`src/rtl/uart_hex_pkg.sv`:
```
// rtl/uart_hex_pkg.sv - shared constants, state types and hex/ASCII helpers
package uart_hex_pkg;

  localparam logic [7:0] ASC_CR = 8'h0D;
  localparam logic [7:0] ASC_LF = 8'h0A;
  localparam logic [7:0] ASC_SP = 8'h20;

  typedef enum logic [1:0] {TX_IDLE, TX_START, TX_DATA, TX_STOP} tx_state_e;
  typedef enum logic [1:0] {RX_IDLE, RX_START, RX_DATA, RX_STOP} rx_state_e;

  // Nibble to uppercase ASCII hex digit
  function automatic logic [7:0] hex2asc(input logic [3:0] nib);
    return (nib < 4'd10) ? (8'h30 + {4'h0, nib}) : (8'h37 + {4'h0, nib});
  endfunction

  // ASCII to {valid, nibble}; accepts 0-9, A-F, a-f
  function automatic logic [4:0] asc2hex(input logic [7:0] c);
    if (c >= 8'h30 && c <= 8'h39) return {1'b1, c[3:0]};
    if ((c >= 8'h41 && c <= 8'h46) || (c >= 8'h61 && c <= 8'h66))
      return {1'b1, c[3:0] + 4'd9};
    return 5'b0;
  endfunction

endpackage

```
`src/rtl/uart_byte_rx.sv`:
```
// rtl/uart_byte_rx.sv - 8N1 byte receiver with synchronizer and framing check
module uart_byte_rx
  import uart_hex_pkg::*;
#(
  parameter int DIV = 10417
) (
  input  logic       clk,
  input  logic       rstn,
  input  logic       rxd,
  output logic [7:0] byte_data,
  output logic       byte_vld,
  output logic       frame_err
);

  localparam int CW = $clog2(DIV);

  logic          sync1_q, sync2_q;
  rx_state_e     state_q, state_d;
  logic [CW-1:0] cnt_q, cnt_d;
  logic [2:0]    bit_q, bit_d;
  logic [7:0]    sh_q, sh_d;

  // Two-flop synchronizer for the asynchronous serial line, idles high
  always_ff @(posedge clk or negedge rstn) begin
    if (!rstn) begin
      sync1_q <= 1'b1;
      sync2_q <= 1'b1;
    end else begin
      sync1_q <= rxd;
      sync2_q <= sync1_q;
    end
  end

  // Next state: half-bit start qualification, then one sample per bit period
  always_comb begin
    state_d   = state_q;
    cnt_d     = cnt_q + CW'(1);
    bit_d     = bit_q;
    sh_d      = sh_q;
    byte_vld  = 1'b0;
    frame_err = 1'b0;
    case (state_q)
      RX_IDLE: begin
        cnt_d = '0;
        if (!sync2_q) state_d = RX_START;
      end
      RX_START: begin
        if (cnt_q == CW'(DIV / 2 - 1)) begin
          cnt_d   = '0;
          bit_d   = '0;
          state_d = sync2_q ? RX_IDLE : RX_DATA;
        end
      end
      RX_DATA: begin
        if (cnt_q == CW'(DIV - 1)) begin
          cnt_d = '0;
          sh_d  = {sync2_q, sh_q[7:1]};
          bit_d = bit_q + 3'd1;
          if (bit_q == 3'd7) state_d = RX_STOP;
        end
      end
      RX_STOP: begin
        if (cnt_q == CW'(DIV - 1)) begin
          cnt_d     = '0;
          state_d   = RX_IDLE;
          byte_vld  = sync2_q;
          frame_err = !sync2_q;
        end
      end
      default: state_d = RX_IDLE;
    endcase
  end

  // Receiver state registers
  always_ff @(posedge clk or negedge rstn) begin
    if (!rstn) begin
      state_q <= RX_IDLE;
      cnt_q   <= '0;
      bit_q   <= '0;
      sh_q    <= '0;
    end else begin
      state_q <= state_d;
      cnt_q   <= cnt_d;
      bit_q   <= bit_d;
      sh_q    <= sh_d;
    end
  end

  assign byte_data = sh_q;

endmodule

```
`src/rtl/uart_hex_link.sv`:
```
// rtl/uart_hex_link.sv - UART endpoint exchanging words as ASCII hex text
module uart_hex_link
  import uart_hex_pkg::*;
#(
  parameter int W       = 32,
  parameter int DIV     = 10417,
  parameter bit NEWLINE = 1'b1
) (
  input  logic         clk,
  input  logic         rstn,
  input  logic [W-1:0] tx_word,
  input  logic         tx_vld,
  output logic         tx_rdy,
  output logic         txd,
  input  logic         rxd,
  output logic [W-1:0] rx_word,
  output logic         rx_vld,
  output logic         rx_err
);

  localparam int ND  = W / 4;
  localparam int NCH = ND + (NEWLINE ? 2 : 0);
  localparam int CW  = $clog2(DIV);
  localparam int IW  = $clog2(NCH + 1);
  localparam int DW  = $clog2(ND + 1);

  // ---------------- TX ----------------
  tx_state_e     tx_state_q, tx_state_d;
  logic [CW-1:0] baud_q, baud_d;
  logic [W-1:0]  shift_q, shift_d;
  logic [7:0]    char_q, char_d;
  logic [2:0]    bit_q, bit_d;
  logic [IW-1:0] ch_idx_q, ch_idx_d;
  logic          txd_q, txd_d;
  logic          tx_rdy_q, tx_rdy_d;
  logic [7:0]    next_char;

  // TX next state: load next character at every stop-bit end until all are sent
  always_comb begin
    tx_state_d = tx_state_q;
    baud_d     = baud_q + CW'(1);
    shift_d    = shift_q;
    char_d     = char_q;
    bit_d      = bit_q;
    ch_idx_d   = ch_idx_q;
    txd_d      = txd_q;
    tx_rdy_d   = tx_rdy_q;
    if (ch_idx_q < IW'(ND))       next_char = hex2asc(shift_q[W-1 -: 4]);
    else if (ch_idx_q == IW'(ND)) next_char = ASC_CR;
    else                          next_char = ASC_LF;
    case (tx_state_q)
      TX_IDLE: begin
        baud_d = '0;
        if (tx_vld && tx_rdy_q) begin
          shift_d    = tx_word << 4;
          char_d     = hex2asc(tx_word[W-1 -: 4]);
          ch_idx_d   = IW'(1);
          txd_d      = 1'b0;
          tx_rdy_d   = 1'b0;
          tx_state_d = TX_START;
        end
      end
      TX_START: begin
        if (baud_q == CW'(DIV - 1)) begin
          baud_d     = '0;
          txd_d      = char_q[0];
          char_d     = char_q >> 1;
          bit_d      = '0;
          tx_state_d = TX_DATA;
        end
      end
      TX_DATA: begin
        if (baud_q == CW'(DIV - 1)) begin
          baud_d = '0;
          if (bit_q == 3'd7) begin
            txd_d      = 1'b1;
            tx_state_d = TX_STOP;
          end else begin
            txd_d  = char_q[0];
            char_d = char_q >> 1;
            bit_d  = bit_q + 3'd1;
          end
        end
      end
      TX_STOP: begin
        if (baud_q == CW'(DIV - 1)) begin
          baud_d = '0;
          if (ch_idx_q == IW'(NCH)) begin
            tx_rdy_d   = 1'b1;
            tx_state_d = TX_IDLE;
          end else begin
            char_d     = next_char;
            shift_d    = shift_q << 4;
            ch_idx_d   = ch_idx_q + IW'(1);
            txd_d      = 1'b0;
            tx_state_d = TX_START;
          end
        end
      end
      default: tx_state_d = TX_IDLE;
    endcase
  end

  // TX FSM and its registered line/ready outputs
  always_ff @(posedge clk or negedge rstn) begin
    if (!rstn) begin
      tx_state_q <= TX_IDLE;
      baud_q     <= '0;
      shift_q    <= '0;
      char_q     <= '0;
      bit_q      <= '0;
      ch_idx_q   <= '0;
      txd_q      <= 1'b1;
      tx_rdy_q   <= 1'b1;
    end else begin
      tx_state_q <= tx_state_d;
      baud_q     <= baud_d;
      shift_q    <= shift_d;
      char_q     <= char_d;
      bit_q      <= bit_d;
      ch_idx_q   <= ch_idx_d;
      txd_q      <= txd_d;
      tx_rdy_q   <= tx_rdy_d;
    end
  end

  assign txd    = txd_q;
  assign tx_rdy = tx_rdy_q;

  // ---------------- RX ----------------
  logic [7:0]    rx_byte;
  logic          byte_vld, frame_err;
  logic [W-1:0]  acc_q, acc_d, rx_word_q, rx_word_d;
  logic [DW-1:0] dcnt_q, dcnt_d;
  logic          rx_vld_q, rx_vld_d, rx_err_q, rx_err_d;
  logic [4:0]    hx;

  uart_byte_rx #(.DIV(DIV)) u_byte_rx (
    .clk       (clk),
    .rstn      (rstn),
    .rxd       (rxd),
    .byte_data (rx_byte),
    .byte_vld  (byte_vld),
    .frame_err (frame_err)
  );

  // Hex assembly: digits shift in, CR commits, LF/space ignored, rest is an error
  always_comb begin
    hx        = asc2hex(rx_byte);
    acc_d     = acc_q;
    dcnt_d    = dcnt_q;
    rx_word_d = rx_word_q;
    rx_vld_d  = 1'b0;
    rx_err_d  = 1'b0;
    if (frame_err) begin
      rx_err_d = 1'b1;
      acc_d    = '0;
      dcnt_d   = '0;
    end else if (byte_vld) begin
      if (hx[4]) begin
        acc_d = (acc_q << 4) | W'(hx[3:0]);
        if (dcnt_q != DW'(ND)) dcnt_d = dcnt_q + DW'(1);
      end else if (rx_byte == ASC_CR) begin
        if (dcnt_q != '0) begin
          rx_word_d = acc_q;
          rx_vld_d  = 1'b1;
          acc_d     = '0;
          dcnt_d    = '0;
        end
      end else if (rx_byte != ASC_LF && rx_byte != ASC_SP) begin
        rx_err_d = 1'b1;
        acc_d    = '0;
        dcnt_d   = '0;
      end
    end
  end

  // RX assembly registers and one-cycle result pulses
  always_ff @(posedge clk or negedge rstn) begin
    if (!rstn) begin
      acc_q     <= '0;
      dcnt_q    <= '0;
      rx_word_q <= '0;
      rx_vld_q  <= 1'b0;
      rx_err_q  <= 1'b0;
    end else begin
      acc_q     <= acc_d;
      dcnt_q    <= dcnt_d;
      rx_word_q <= rx_word_d;
      rx_vld_q  <= rx_vld_d;
      rx_err_q  <= rx_err_d;
    end
  end

  assign rx_word = rx_word_q;
  assign rx_vld  = rx_vld_q;
  assign rx_err  = rx_err_q;

endmodule
```
`config.mk`:
```
export PLATFORM = sky130hd
export DESIGN_NAME = uart_hex_link
export DESIGN_NICKNAME = d
export VERILOG_FILES = /design/src/rtl/uart_hex_pkg.sv /design/src/rtl/uart_byte_rx.sv /design/src/rtl/uart_hex_link.sv
export SDC_FILE = /design/constraint.sdc
export NUM_CORES = 1
export LEC_CHECK = 0
export ABC_AREA = 1
export CAP_MARGIN = 40
export CORE_ASPECT_RATIO = 1.25
export CORE_UTILIZATION = 63
export CTS_CLUSTER_DIAMETER = 60
export DETAILED_ROUTE_END_ITERATION = 8
export GPL_TIMING_DRIVEN = 0
export PLACE_DENSITY = 0.83
export SETUP_SLACK_MARGIN = 0.02
export SLEW_MARGIN = 30
export SYNTH_ARGS = -nofsm -noshare
export SYNTH_HDL_FRONTEND = slang
export SYNTH_SLANG_ARGS = --single-unit
export TNS_END_PERCENT = 5
```
`constraint.sdc`:
```
create_clock -name clk -period 3.8 [get_ports clk]
set_input_delay 1.14 -clock clk [delete_from_list [all_inputs] [get_ports clk]]
set_output_delay 1.14 -clock clk [all_outputs]
set_load 0.02 [all_outputs]
```
## After elaboration in Yosys (flattened, before gate mapping)

Index checks and enable logic that the tools add are counted.

| operators by class | value |
|---|---|
| order comparisons | 9 |
| equality and inequality tests | 32 |
| reductions and logical operators | 29 |
| muxes and demuxes | 89 |
| $add $sub $neg | 11 |
| bitwise gates (word level) | 3 |

Operator list:

| cell | number |
|---|---|
| $mux W32 | 9 |
| $pmux W32 S2 | 1 |
| $mux W8 | 7 |
| $mux W14 | 3 |
| $pmux W14 S3 | 1 |
| $mux W4 | 10 |
| $or A32 B4 Y32 | 1 |
| $pmux W8 S4 | 1 |
| $add A14 B1 Y14 const B | 2 |
| $add A6 B4 Y7 const A | 4 |
| $eq A14 B14 Y1 const B | 2 |
| $pmux W14 S2 | 1 |
| $mux W1 | 26 |
| $mux W2 | 11 |
| $mux W5 | 4 |
| $reduce_and A5 Y1 | 4 |
| $mux W3 | 6 |
| $ne A2 B2 Y1 const B | 9 |
| $ge A8 B7 Y1 const B | 2 |
| $le A8 B7 Y1 const B | 2 |
| $pmux W2 S4 | 2 |
| $reduce_and A4 Y1 | 4 |
| $eq A14 B13 Y1 const B | 1 |
| $mux W7 | 2 |
| other kinds (33) | 58 |

| storage, ports and cells | value |
|---|---|
| output and inout bits | 36 |
| logic and storage cells | 192 |
| register bits after elaboration | 164 |
| bits of input ports | 36 |

## Logic depth before layout (Yosys ltp)

Gate-level depths: netlist (run 1).

| depth | value |
|---|---|
| depth in word-level cells | 11 |
| gate-level depth with buffers | 14 |
| gate-level depth less buffers | 13 |

## By module

A second synthesis (run 1) with hierarchy kept.

| second synthesis, totals | value |
|---|---|
| cell total of the unflattened synthesis | 1,069 |
| area total of the unflattened synthesis | 8,508.2 µm² |

By module, submodules not included:

| module | instances | area an instance (µm²) | cells each | sequential area each (µm²) |
|---|---|---|---|---|
| uart_hex_link | 1 | 6,909.1 | 876 | 3,255.6 |
| uart_byte_rx | 1 | 1,599.0 | 193 | 728.2 |

## Least setup slack after synthesis (run 1)

No wires, ideal clock.

| timing path | value |
|---|---|
| path kind | input port to flip-flop |
| start point | input tx_word[29] |
| end point | register char_q[1] |
| slack | 1.852 ns |
| library setup time | 0.123 ns |
| required time | 3.677 ns |
| data arrival time | 1.825 ns |
| stages on the path | 6 |
| path through | o21ai_1 -> o21ai_0 -> a22oi_1 -> nand2_1 -> nand2_1 -> nand2_1 |

| between the ends | value |
|---|---|
| word-level cells in the longest chain between the ends | 4 |

Ends and longest elaborated chain:

| element | RTL line | source |
|---|---|---|
| from (decl) | uart_hex_link.sv:11 | `input logic [W-1:0] tx_word,` |
| $add A6 B4 Y7 / $lt A4 B4 Y1 (equally long branches) | uart_hex_pkg.sv:13 | `return (nib < 4'd10) ? (8'h30 + {4'h0, nib}) : (8'h37 + {4'h0, nib});` |
| $mux W7 * | uart_hex_pkg.sv:13 |  |
| $mux W8 * | uart_hex_link.sv:54 | `if (tx_vld && tx_rdy_q) begin` |
| $pmux W8 S4 * | uart_hex_link.sv:51 | `case (tx_state_q)` |
| to (signal assigned) | uart_hex_link.sv:119 | `char_q <= char_d;` |
| to (decl) | uart_hex_link.sv:31 | `logic [7:0] char_q, char_d;` |

Every way passes the cells marked *; elsewhere a longest branch is shown, timed or not. The select of a mux whose other input is x is not followed.
A chain may end at the register's enable or synchronous reset.

## Final worst setup path (run 1)

| timing path | value |
|---|---|
| start point | register tx_rdy_q, in the netlist tx_rdy |
| end point | output tx_rdy |

RTL lines:

| element | RTL line | source |
|---|---|---|
| from (decl) | uart_hex_link.sv:35 | `logic tx_rdy_q, tx_rdy_d;` |
| from (signal assigned) | uart_hex_link.sv:123 | `tx_rdy_q <= tx_rdy_d;` |
| to (decl) | uart_hex_link.sv:13 | `output logic tx_rdy,` |

No word-level cell between the ends.

==> flow_summary.html, run 1 <==
<table>
<tr><th>Metric</th><th>Value</th></tr>
<tr><th colspan="2">Clocking</th></tr>
<tr><td>Num CTS Buffers</td><td>17</td></tr>
<tr><td>H-tree depth</td><td>4</td></tr>
<tr><td>Clk slew on worst S/H paths</td><td>0.06 ns</td></tr>
<tr><td>Clock insertion delay at the later pin of the skew report</td><td>0.43 ns</td></tr>
<tr><td>Clock Root Buffer</td><td>sky130_fd_sc_hd__clkbuf_16</td></tr>
<tr><td>Number of resized instances in the post-cts repair step</td><td>0</td></tr>
<tr><td>Count of hold-fix buffers inserted at cts</td><td>0</td></tr>
<tr><td>Number of buffers inserted to repair setup after CTS</td><td>0</td></tr>
<tr><td>TritonCTS clock tree</td><td>yes</td></tr>
<tr><td>Deepest clock path buffer count</td><td>2</td></tr>
<tr><td>Num Clock Sinks</td><td>159</td></tr>
<tr><th colspan="2">Detailed routing</th></tr>
<tr><td>First-pass detailed-route iteration total</td><td>5</td></tr>
<tr><td>Routed wire per std cell</td><td>14.4 µm</td></tr>
<tr><td>Overall routed net length</td><td>17,800 µm</td></tr>
<tr><td>DRC errors left</td><td>0</td></tr>
<tr><td>Number of vias in the routed layout</td><td>6,597</td></tr>
<tr><td>Detailed-route vias per instance</td><td>5.35</td></tr>
<tr><td>Detailed router's first-iteration violation count</td><td>between 300 and 400</td></tr>
<tr><td>Post-DRT Antenna Nets</td><td>0</td></tr>
<tr><th colspan="2">Yosys</th></tr>
<tr><td>Complex-gate fraction of the synthesized area</td><td>under 10%</td></tr>
<tr><td>Warnings, synthesis</td><td>0</td></tr>
<tr><td>Synthesized instance count</td><td>962</td></tr>
<tr><td>Synth Cell Area</td><td>8170 µm²</td></tr>
<tr><td>Flip-flop and latch count after synthesis</td><td>159</td></tr>
<tr><td>Dominant cell type by area after synthesis</td><td>sky130_fd_sc_hd__dfrtp_1</td></tr>
<tr><td>Arithmetic-cell share of the synthesized area counting full adders, half adders and majority gates</td><td>4.59%</td></tr>
<tr><td>Avg Cell Area, Syn</td><td>roughly 8.5 µm²</td></tr>
<tr><td>Sequential-to-total area share from yosys stat</td><td>about half</td></tr>
<tr><td>Portion of synthesized cell area occupied by the leading cell type</td><td>47.5%</td></tr>
<tr><td>Number of enable flip-flop cells after synthesis</td><td>0</td></tr>
<tr><td>Synth unique cells</td><td>43</td></tr>
<tr><td>Synth cell count leaders</td><td>sky130_fd_sc_hd__nand2_1 (323), sky130_fd_sc_hd__dfrtp_1 (155), sky130_fd_sc_hd__inv_1 (74), sky130_fd_sc_hd__o21ai_1 (55), sky130_fd_sc_hd__nor2_1 (52)</td></tr>
<tr><td>Proportion of synthesized flip-flops having asynchronous set or reset</td><td>100%</td></tr>
<tr><td>Mapped Nets</td><td>1,028</td></tr>
<tr><td>Simple-gate share of the synthesized area</td><td>26.4%</td></tr>
<tr><td>Xor-xnor portion of the synthesized cell area</td><td>1.71%</td></tr>
<tr><td>Most frequent cell after synthesis</td><td>sky130_fd_sc_hd__nand2_1</td></tr>
<tr><td>Mux cell area share after synthesis</td><td>2.94%</td></tr>
<tr><td>Largest family of logic cells by synthesized area</td><td>simple AND/OR/NAND/NOR gates</td></tr>
<tr><td>Top post-synthesis cells by area</td><td>sky130_fd_sc_hd__dfrtp_1 (47%), sky130_fd_sc_hd__nand2_1 (15%), sky130_fd_sc_hd__ha_1 (4.6%), sky130_fd_sc_hd__inv_1 (3.4%), sky130_fd_sc_hd__o21ai_1 (3.4%)</td></tr>
<tr><td>Synth Flop Type</td><td>sky130_fd_sc_hd__dfrtp_1</td></tr>
<tr><th colspan="2">Pwr</th></tr>
<tr><td>Leakage dissipation</td><td>around 0.0045 µW</td></tr>
<tr><td>Largest voltage drop on the vdd net</td><td>around 0.00025 V</td></tr>
<tr><td>Ratio of total power to cell area</td><td>361 nW/µm²</td></tr>
<tr><th colspan="2">GRT</th></tr>
<tr><td>Number of global-route vias before repair</td><td>6,501</td></tr>
<tr><td>First-pass GRT wire length</td><td>30,000 µm</td></tr>
<tr><td>Remaining global-route overflow</td><td>0</td></tr>
<tr><td>Overall routing resource usage</td><td>28.3%</td></tr>
<tr><td>Maximum number of pins on one net before global-route repair</td><td>74</td></tr>
<tr><td>Number of antenna violations at the first check in global routing</td><td>0</td></tr>
<tr><th colspan="2">Final layout</th></tr>
<tr><td>Share of final-layout standard cells stronger than drive strength 1</td><td>11.3%</td></tr>
<tr><td>Post-route non-filler standard cell count</td><td>1,234</td></tr>
<tr><td>Count of antenna diodes in the layout</td><td>0</td></tr>
<tr><td>Final design instance area without fill</td><td>9740 µm²</td></tr>
<tr><td>Layout-stage area growth over the synthesis result</td><td>19.2%</td></tr>
<tr><td>Nets</td><td>between 1,000 and 1,500</td></tr>
<tr><th colspan="2">STA</th></tr>
<tr><td>Fmax achieved</td><td>0.371 GHz</td></tr>
<tr><td>Time the final worst path needs with I/O delays and setup</td><td>2.70 ns</td></tr>
<tr><td>Setup repair after global routing missed its margin</td><td>no</td></tr>
<tr><td>Final Worst Setup Slack</td><td>1.10 ns</td></tr>
<tr><td>Normalized max-slew margin</td><td>between 50% and 60%</td></tr>
<tr><td>Setup TNS after final layout</td><td>0 ns</td></tr>
<tr><td>Worst Tran Pin Value</td><td>between 0.7 and 0.8 ns</td></tr>
<tr><td>Period utilisation layout</td><td>a little over 70%</td></tr>
<tr><td>Max-slew violation count</td><td>0</td></tr>
<tr><td>Post-Route Hold Slack</td><td>0.354 ns</td></tr>
<tr><td>Finish-stage setup viols</td><td>0</td></tr>
<tr><td>Largest clock skew in the final design</td><td>0.00878 ns</td></tr>
<tr><td>Final hold vios</td><td>0</td></tr>
<tr><th colspan="2">Setup path</th></tr>
<tr><td>Type of element capturing the critical path</td><td>primary output</td></tr>
<tr><td>Chain of cells forming the critical path</td><td>clkdlybuf4s50_1</td></tr>
<tr><td>Biggest cell delay along the critical path</td><td>0.59 ns</td></tr>
<tr><td>Critical Path Source Type</td><td>flip-flop</td></tr>
<tr><td>Library cell contributing the largest single delay on the critical path</td><td>sky130_fd_sc_hd__clkdlybuf4s50_1</td></tr>
<tr><td>Critical Path AT</td><td>1.56 ns</td></tr>
<tr><td>Peak fanout along the critical path</td><td>3</td></tr>
<tr><td>Dominant delay contributor by cell family on the critical path</td><td>buffers and inverters</td></tr>
<tr><td>WP data required</td><td>2.66 ns</td></tr>
<tr><td>Buffer and inverter count on the worst path</td><td>1</td></tr>
<tr><td>Critical setup path kind</td><td>reg -&gt; out</td></tr>
<tr><th colspan="2">Floorplan</th></tr>
<tr><td>Die Area</td><td>13,400 µm²</td></tr>
<tr><td>Die boundary width</td><td>104 µm</td></tr>
<tr><td>Chip height</td><td>129 µm</td></tr>
<tr><td>Starting Density</td><td>64.5%</td></tr>
<tr><td>Number of rows created at floorplan</td><td>46</td></tr>
<tr><td>Count of boundary I/O pins</td><td>72</td></tr>
<tr><td>Standard cell core area</td><td>12,700 µm²</td></tr>
<tr><th colspan="2">Min path</th></tr>
<tr><td>Type of the tightest min-delay check</td><td>reg -&gt; reg</td></tr>
<tr><th colspan="2">Place</th></tr>
<tr><td>Area post-placement</td><td>between 9000 and 10,000 µm²</td></tr>
<tr><td>Worst slack after detailed placement</td><td>1.19 ns</td></tr>
<tr><td>Gpl congestion</td><td>0.870</td></tr>
<tr><td>Buffers on Ports</td><td>a little over 70</td></tr>
<tr><td>Post-detail-place hpwl</td><td>12,600 µm</td></tr>
<tr><td>Placed insts</td><td>roughly 1,200</td></tr>
<tr><th colspan="2">Run status</th></tr>
<tr><td>Result of the run</td><td>completed</td></tr>
<tr><th colspan="2">Job</th></tr>
<tr><td>Maxcap violations</td><td>0</td></tr>
</table>
-- path summary, 6_finish.rpt --
check | to | cells after the start | slack [ns] | from
min | u_byte_rx.sync2_q$_DFF_PN1_ | 0 | 0.35 | u_byte_rx.sync1_q$_DFF_PN1_
max in group asynchronous | u_byte_rx.sync2_q$_DFF_PN1_ | 2 | 2.56 | rstn
max reg2reg | acc_q[25]$_DFFE_PN0P_ | 12 | 1.77 | u_byte_rx.byte_data[0]$_DFFE_PN0P_
max | tx_rdy | 1 | 1.10 | tx_rdy$_DFFE_PN1P_
min in group asynchronous | shift_q[31]$_DFFE_PN0P_ | 1 | 0.57 | rstn
min reg2reg | u_byte_rx.sync2_q$_DFF_PN1_ | 0 | 0.35 | u_byte_rx.sync1_q$_DFF_PN1_
-- worst reg2reg max path, stage by stage, from the launching register on --
cell and delay [ns]:
sky130_fd_sc_hd__dfrtp_1 0.45, sky130_fd_sc_hd__inv_1 0.12, sky130_fd_sc_hd__ha_1 0.23, sky130_fd_sc_hd__o21ai_2 0.13, sky130_fd_sc_hd__nand2_2 0.08, sky130_fd_sc_hd__nand2_4 0.11
sky130_fd_sc_hd__nand2_4 0.09, sky130_fd_sc_hd__nor2_2 0.15, sky130_fd_sc_hd__nand3_4 0.15, sky130_fd_sc_hd__nand2_8 0.14, sky130_fd_sc_hd__buf_6 0.16, sky130_fd_sc_hd__nand2_1 0.07
sky130_fd_sc_hd__o21ai_1 0.07
-- layout make-up --
type,instances,area [µm²]
flip-flops and latches,159,3980
multi-input cells,690,3650
plain buffers,30,225
fillers,912,2920
repair buffers,73,771
well taps,168,210
clock inverters,11,141
inverters,83,314
clock buffers,20,447
-- sequential cells by signal, indices dropped and copies added (netlist names), 2 cells and up, named ones only --
register and cells:
acc_q 32, baud_q 14, bit_q 3, ch_idx_q 4
char_q 7, dcnt_q 4, rx_word 32, shift_q 28
tx_state_q 2, u_byte_rx.bit_q 3, u_byte_rx.byte_data 8, u_byte_rx.cnt_q 14
-- through the flow --
step | total power (µW) | util, %
3_5_place_dp | 1830 | 72.3
6_report | 3510 | 76.9
4_1_cts | 3540 | 76.9
2_1_floorplan | 1750 | -
5_1_grt | 3610 | 76.9
3_3_place_gp | 1820 | 71.8
-- kinds of logic (layout without fill, tap and decap cells) --
group / after synthesis / count (layout)
AO/OA/AOI/OAI: 132 / 132
XOR/XNOR: 16 / 16
adder cells (fa/ha/maj): 30 / 30
buffers and inverters: 113 / 217
flip-flops: 159 / 159
multiplexers: 24 / 24
AND/OR/NAND/NOR: 488 / 488
-- cells in the final DEF (no fill, tap or decap), types with 4 or more instances in the layout --
| cell | n |
|---|---|
| sky130_fd_sc_hd__nand2_1 | 323 |
| sky130_fd_sc_hd__dfrtp_1 | 155 |
| sky130_fd_sc_hd__inv_1 | 74 |
| sky130_fd_sc_hd__clkdlybuf4s50_1 | 70 |
| sky130_fd_sc_hd__o21ai_1 | 55 |
| sky130_fd_sc_hd__nor2_1 | 52 |
| sky130_fd_sc_hd__o21ai_0 | 42 |
| sky130_fd_sc_hd__nand3_1 | 40 |
| sky130_fd_sc_hd__ha_1 | 30 |
| sky130_fd_sc_hd__mux2i_1 | 24 |
| sky130_fd_sc_hd__clkbuf_16 | 17 |
| sky130_fd_sc_hd__nor3_1 | 16 |
| sky130_fd_sc_hd__nand4_1 | 14 |
| sky130_fd_sc_hd__buf_2 | 14 |
| sky130_fd_sc_hd__xor2_1 | 13 |
| sky130_fd_sc_hd__a21oi_1 | 12 |
| sky130_fd_sc_hd__nor2_4 | 11 |
| sky130_fd_sc_hd__o21ai_2 | 11 |
| sky130_fd_sc_hd__buf_6 | 10 |
| sky130_fd_sc_hd__nand2_2 | 8 |
| sky130_fd_sc_hd__inv_2 | 7 |
| sky130_fd_sc_hd__nor2_2 | 6 |
| sky130_fd_sc_hd__clkinv_2 | 6 |
| sky130_fd_sc_hd__or2_2 | 5 |
| sky130_fd_sc_hd__clkbuf_1 | 5 |
| sky130_fd_sc_hd__o211ai_1 | 4 |
| sky130_fd_sc_hd__dfstp_2 | 4 |
-- report_power, final --
| part | total, µW | internal [µW] | switching (µW) |
|---|---|---|---|
| sequential | 1700 | 1700 | 1.60 |
| combinational | 100 | 47.6 | 52.9 |
| clock | 1720 | 1040 | 675 |
| total | 3510 | 2780 | 729 |
-- per-layer routing --
metal | GRT usage, % | wire [µm] | vias up
met1 | 33.3 | 7250 | 3146
met3 | 4.98 | 557 | 47
met2 | 51.0 | 9510 | 120
met4 | 12.9 | 512 | 0
met5 | 0 | 0 | -
li1 | - | - | 3284
Note: power is estimated with default switching activity, not from simulation.
==> run 2: changes to the inputs <==
--- a/config.mk
+++ b/config.mk
@@ -8,11 +8,11 @@
 export ABC_AREA = 1
 export CAP_MARGIN = 40
 export CORE_ASPECT_RATIO = 1.25
-export CORE_UTILIZATION = 63
+export CORE_UTILIZATION = 58
 export CTS_CLUSTER_DIAMETER = 60
 export DETAILED_ROUTE_END_ITERATION = 8
 export GPL_TIMING_DRIVEN = 0
-export PLACE_DENSITY = 0.83
+export PLACE_DENSITY = 0.77
 export SETUP_SLACK_MARGIN = 0.02
 export SLEW_MARGIN = 30
 export SYNTH_ARGS = -nofsm -noshare
==> constraint.sdc (replaced) <==
create_clock -name clk -period 2.6 [get_ports clk]
set_input_delay 0.78 -clock clk [delete_from_list [all_inputs] [get_ports clk]]
set_output_delay 0.78 -clock clk [all_outputs]
set_load 0.02 [all_outputs]
==> run 2 against run 1 <==
Against the previous run: clock skew barely moved; non-clock buffer count down 1; first-iteration DRC count increased by 15%; power up 46%; sequential power up 46%; combinational power up 42%; core utilization down 6.2 points; largest cell class unchanged; clock-buffer cell count did not move; register-to-register slack lost 1.2 ns; via count down 0.74%.
==> flow_summary.html, run 2 (synthesis gave the netlist of run 1 again) <==
<table>
<tr><th>Metric</th><th>Value</th></tr>
<tr><th colspan="2">Setup path</th></tr>
<tr><td>Biggest cell delay along the critical path</td><td>0.60 ns</td></tr>
<tr><td>Buffer and inverter count on the worst path</td><td>1</td></tr>
<tr><td>Dominant delay contributor by cell family on the critical path</td><td>buffers and inverters</td></tr>
<tr><td>Type of element capturing the critical path</td><td>primary output</td></tr>
<tr><td>WP data required</td><td>1.82 ns</td></tr>
<tr><td>R2R setup slack</td><td>0.58 ns</td></tr>
<tr><td>Critical Path Source Type</td><td>flip-flop</td></tr>
<tr><td>Peak fanout along the critical path</td><td>3</td></tr>
<tr><td>Library cell contributing the largest single delay on the critical path</td><td>sky130_fd_sc_hd__clkdlybuf4s50_1</td></tr>
<tr><td>Count of cells along the worst register-to-register path</td><td>9</td></tr>
<tr><td>Critical setup path kind</td><td>reg -&gt; out</td></tr>
<tr><td>Chain of cells forming the critical path</td><td>clkdlybuf4s50_1</td></tr>
<tr><td>Critical Path AT</td><td>1.56 ns</td></tr>
<tr><td>End of the worst register-to-register path</td><td>shift_q[15]$_DFFE_PN0P_</td></tr>
<tr><td>Reg-to-reg startpoint</td><td>tx_state_q[0]$_DFFE_PN0P_</td></tr>
<tr><th colspan="2">GRT</th></tr>
<tr><td>First-pass GRT wire length</td><td>around 29,000 µm</td></tr>
<tr><td>Number of global-route vias before repair</td><td>6,502</td></tr>
<tr><td>Met3 global-route usage</td><td>5.12%</td></tr>
<tr><td>M2 GR Usage</td><td>45.6%</td></tr>
<tr><td>Overall routing resource usage</td><td>about 26%</td></tr>
<tr><td>Routing layer with the top usage in global route</td><td>met2</td></tr>
<tr><td>Met1 capacity usage during global routing</td><td>30.0%</td></tr>
<tr><td>Maximum number of pins on one net before global-route repair</td><td>87</td></tr>
<tr><td>Remaining global-route overflow</td><td>0</td></tr>
<tr><td>Number of antenna violations at the first check in global routing</td><td>0</td></tr>
<tr><th colspan="2">Detailed routing</th></tr>
<tr><td>Routed wire per std cell</td><td>between 10 and 15 µm</td></tr>
<tr><td>Detailed-route vias per instance</td><td>~5.3</td></tr>
<tr><td>First-pass detailed-route iteration total</td><td>5</td></tr>
<tr><td>DRC errors left</td><td>0</td></tr>
<tr><td>Number of vias in the routed layout</td><td>6,548</td></tr>
<tr><td>Detailed router's first-iteration violation count</td><td>381</td></tr>
<tr><td>Post-DRT Antenna Nets</td><td>0</td></tr>
<tr><td>Overall routed net length</td><td>17,300 µm</td></tr>
<tr><th colspan="2">Final layout</th></tr>
<tr><td>Share of final-layout standard cells stronger than drive strength 1</td><td>between 10 and 15%</td></tr>
<tr><td>Layout-stage area growth over the synthesis result</td><td>19.0%</td></tr>
<tr><td>Count of antenna diodes in the layout</td><td>0</td></tr>
<tr><td>Most frequent cells in the layout</td><td>sky130_fd_sc_hd__nand2_1 (323), sky130_fd_sc_hd__dfrtp_1 (155), sky130_fd_sc_hd__inv_1 (74), sky130_fd_sc_hd__clkdlybuf4s50_1 (70), sky130_fd_sc_hd__o21ai_1 (55)</td></tr>
<tr><td>Leading cell type in the layout, fill and taps excluded</td><td>sky130_fd_sc_hd__nand2_1</td></tr>
<tr><td>Post-route non-filler standard cell count</td><td>1,240</td></tr>
<tr><td>Nets</td><td>1,119</td></tr>
<tr><th colspan="2">STA</th></tr>
<tr><td>Largest clock skew in the final design</td><td>0.00902 ns</td></tr>
<tr><td>Worst Tran Pin Value</td><td>0.724 ns</td></tr>
<tr><td>Period utilisation layout</td><td>approximately 90%</td></tr>
<tr><td>Finish-stage setup viols</td><td>0</td></tr>
<tr><td>Setup repair after global routing missed its margin</td><td>no</td></tr>
<tr><td>Normalized max-slew margin</td><td>51.8%</td></tr>
<tr><td>Time the final worst path needs with I/O delays and setup</td><td>2.34 ns</td></tr>
<tr><td>Post-Route Hold Slack</td><td>0.291 ns</td></tr>
<tr><td>Final hold vios</td><td>0</td></tr>
<tr><td>Fmax achieved</td><td>0.427 GHz</td></tr>
<tr><td>Final Worst Setup Slack</td><td>0.256 ns</td></tr>
<tr><td>Max-slew violation count</td><td>0</td></tr>
<tr><th colspan="2">Place</th></tr>
<tr><td>Worst slack after detailed placement</td><td>0.379 ns</td></tr>
<tr><td>Gpl congestion</td><td>0.846</td></tr>
<tr><td>Post-detail-place hpwl</td><td>about 12,000 µm</td></tr>
<tr><td>Buffers on Ports</td><td>71</td></tr>
<tr><td>Placed insts</td><td>around 1,200</td></tr>
<tr><th colspan="2">Clocking</th></tr>
<tr><td>Deepest clock path buffer count</td><td>2</td></tr>
<tr><td>H-tree depth</td><td>4</td></tr>
<tr><td>Clock insertion delay at the later pin of the skew report</td><td>roughly 0.43 ns</td></tr>
<tr><td>Count of hold-fix buffers inserted at cts</td><td>0</td></tr>
<tr><td>Num Clock Sinks</td><td>approximately 160</td></tr>
<tr><td>Clk slew on worst S/H paths</td><td>approximately 0.060 ns</td></tr>
<tr><td>Number of buffers inserted to repair setup after CTS</td><td>0</td></tr>
<tr><td>Clock Root Buffer</td><td>sky130_fd_sc_hd__clkbuf_16</td></tr>
<tr><td>Num CTS Buffers</td><td>17</td></tr>
<tr><td>Number of resized instances in the post-cts repair step</td><td>0</td></tr>
<tr><td>TritonCTS clock tree</td><td>yes</td></tr>
<tr><th colspan="2">Min path</th></tr>
<tr><td>Type of the tightest min-delay check</td><td>in -&gt; async</td></tr>
<tr><th colspan="2">Floorplan</th></tr>
<tr><td>Die boundary width</td><td>approximately 110 µm</td></tr>
<tr><td>Count of boundary I/O pins</td><td>72</td></tr>
<tr><td>Starting Density</td><td>around three fifths</td></tr>
<tr><td>Die Area</td><td>about 15,000 µm²</td></tr>
<tr><td>Chip height</td><td>135 µm</td></tr>
<tr><td>Standard cell core area</td><td>around 14,000 µm²</td></tr>
<tr><td>Number of rows created at floorplan</td><td>48</td></tr>
<tr><th colspan="2">Pwr</th></tr>
<tr><td>Clock share of power</td><td>between 40% and 50%</td></tr>
<tr><td>Reg power frac</td><td>between 40% and 50%</td></tr>
<tr><td>Comb pwr share</td><td>2.8%</td></tr>
<tr><td>Net switching power</td><td>about 1100 µW</td></tr>
<tr><td>Largest voltage drop on the vdd net</td><td>around 0.00042 V</td></tr>
<tr><td>Leakage dissipation</td><td>0.00447 µW</td></tr>
<tr><td>Switching share of power</td><td>between 20% and 30%</td></tr>
<tr><td>Ratio of total power to cell area</td><td>528 nW/µm²</td></tr>
<tr><td>Internal power</td><td>roughly 4000 µW</td></tr>
<tr><th colspan="2">Run status</th></tr>
<tr><td>Result of the run</td><td>completed</td></tr>
<tr><th colspan="2">Job</th></tr>
<tr><td>Maxcap violations</td><td>0</td></tr>
</table>
==> run 2: worst max-delay path by stage <==
stage | depth (start not counted) | startpoint | slack (ns) | to
floorplan | 11 | u_byte_rx.byte_data[0]$_DFFE_PN0P_ | 0.87 | acc_q[3]$_DFFE_PN0P_
global placement | 1 | rstn | -5.70 | dcnt_q[2]$_DFFE_PN0P_
detailed placement | 7 | tx_word[29] | 0.38 | char_q[1]$_DFFE_PN0P_
CTS | 1 | tx_rdy$_DFFE_PN1P_ | 0.25 | tx_rdy
global route | 1 | tx_rdy$_DFFE_PN1P_ | 0.22 | tx_rdy
finish | 1 | tx_rdy$_DFFE_PN1P_ | 0.26 | tx_rdy
==> run 2: power groups by stage <==
stage          Sequential [µW]  Combinational, µW  Clock, µW
3_5_place_dp              2520                146          0
2_1_floorplan             2520               27.6          0
5_1_grt                   2480                159       2650
6_report                  2480                142       2510
4_1_cts                   2480                146       2540
3_3_place_gp              2530                138          0
==> run 2: per-layer routing <==
| metal | routed length, µm | vias up | share of wire, % |
|---|---|---|---|
| met2 | 9110 | 96 | 53 |
| met1 | 7310 | 3138 | 42 |
| met4 | 399 | 0 | 2.3 |
| li1 | - | 3283 | - |
| met5 | 0 | - | 0 |
| met3 | 519 | 31 | 3.0 |
==> run 2: cell type report <==
type                            instances  area (µm²)
Fill cell                            1071        4030
Sequential cell                       159        3980
Multi-Input combinational cell        690        3650
Timing Repair Buffer                   72         743
Clock buffer                           20         447
Inverter                               83         314
Buffer                                 30         225
Tap cell                              175         219
Clock inverter                         11         141
==> run 2: through the flow <==
step                      total power, µW  utilization, %  cell area, µm²  setup TNS [ns]
after floorplan                      2550               -            8170               0
final                                5130            70.7            9720               0
after detailed placement             2670            66.4            9130               0
after global routing                 5290            70.7            9720               0
after CTS                            5170            70.7            9720               0
after global placement               2660            66.2            9100         -896.24
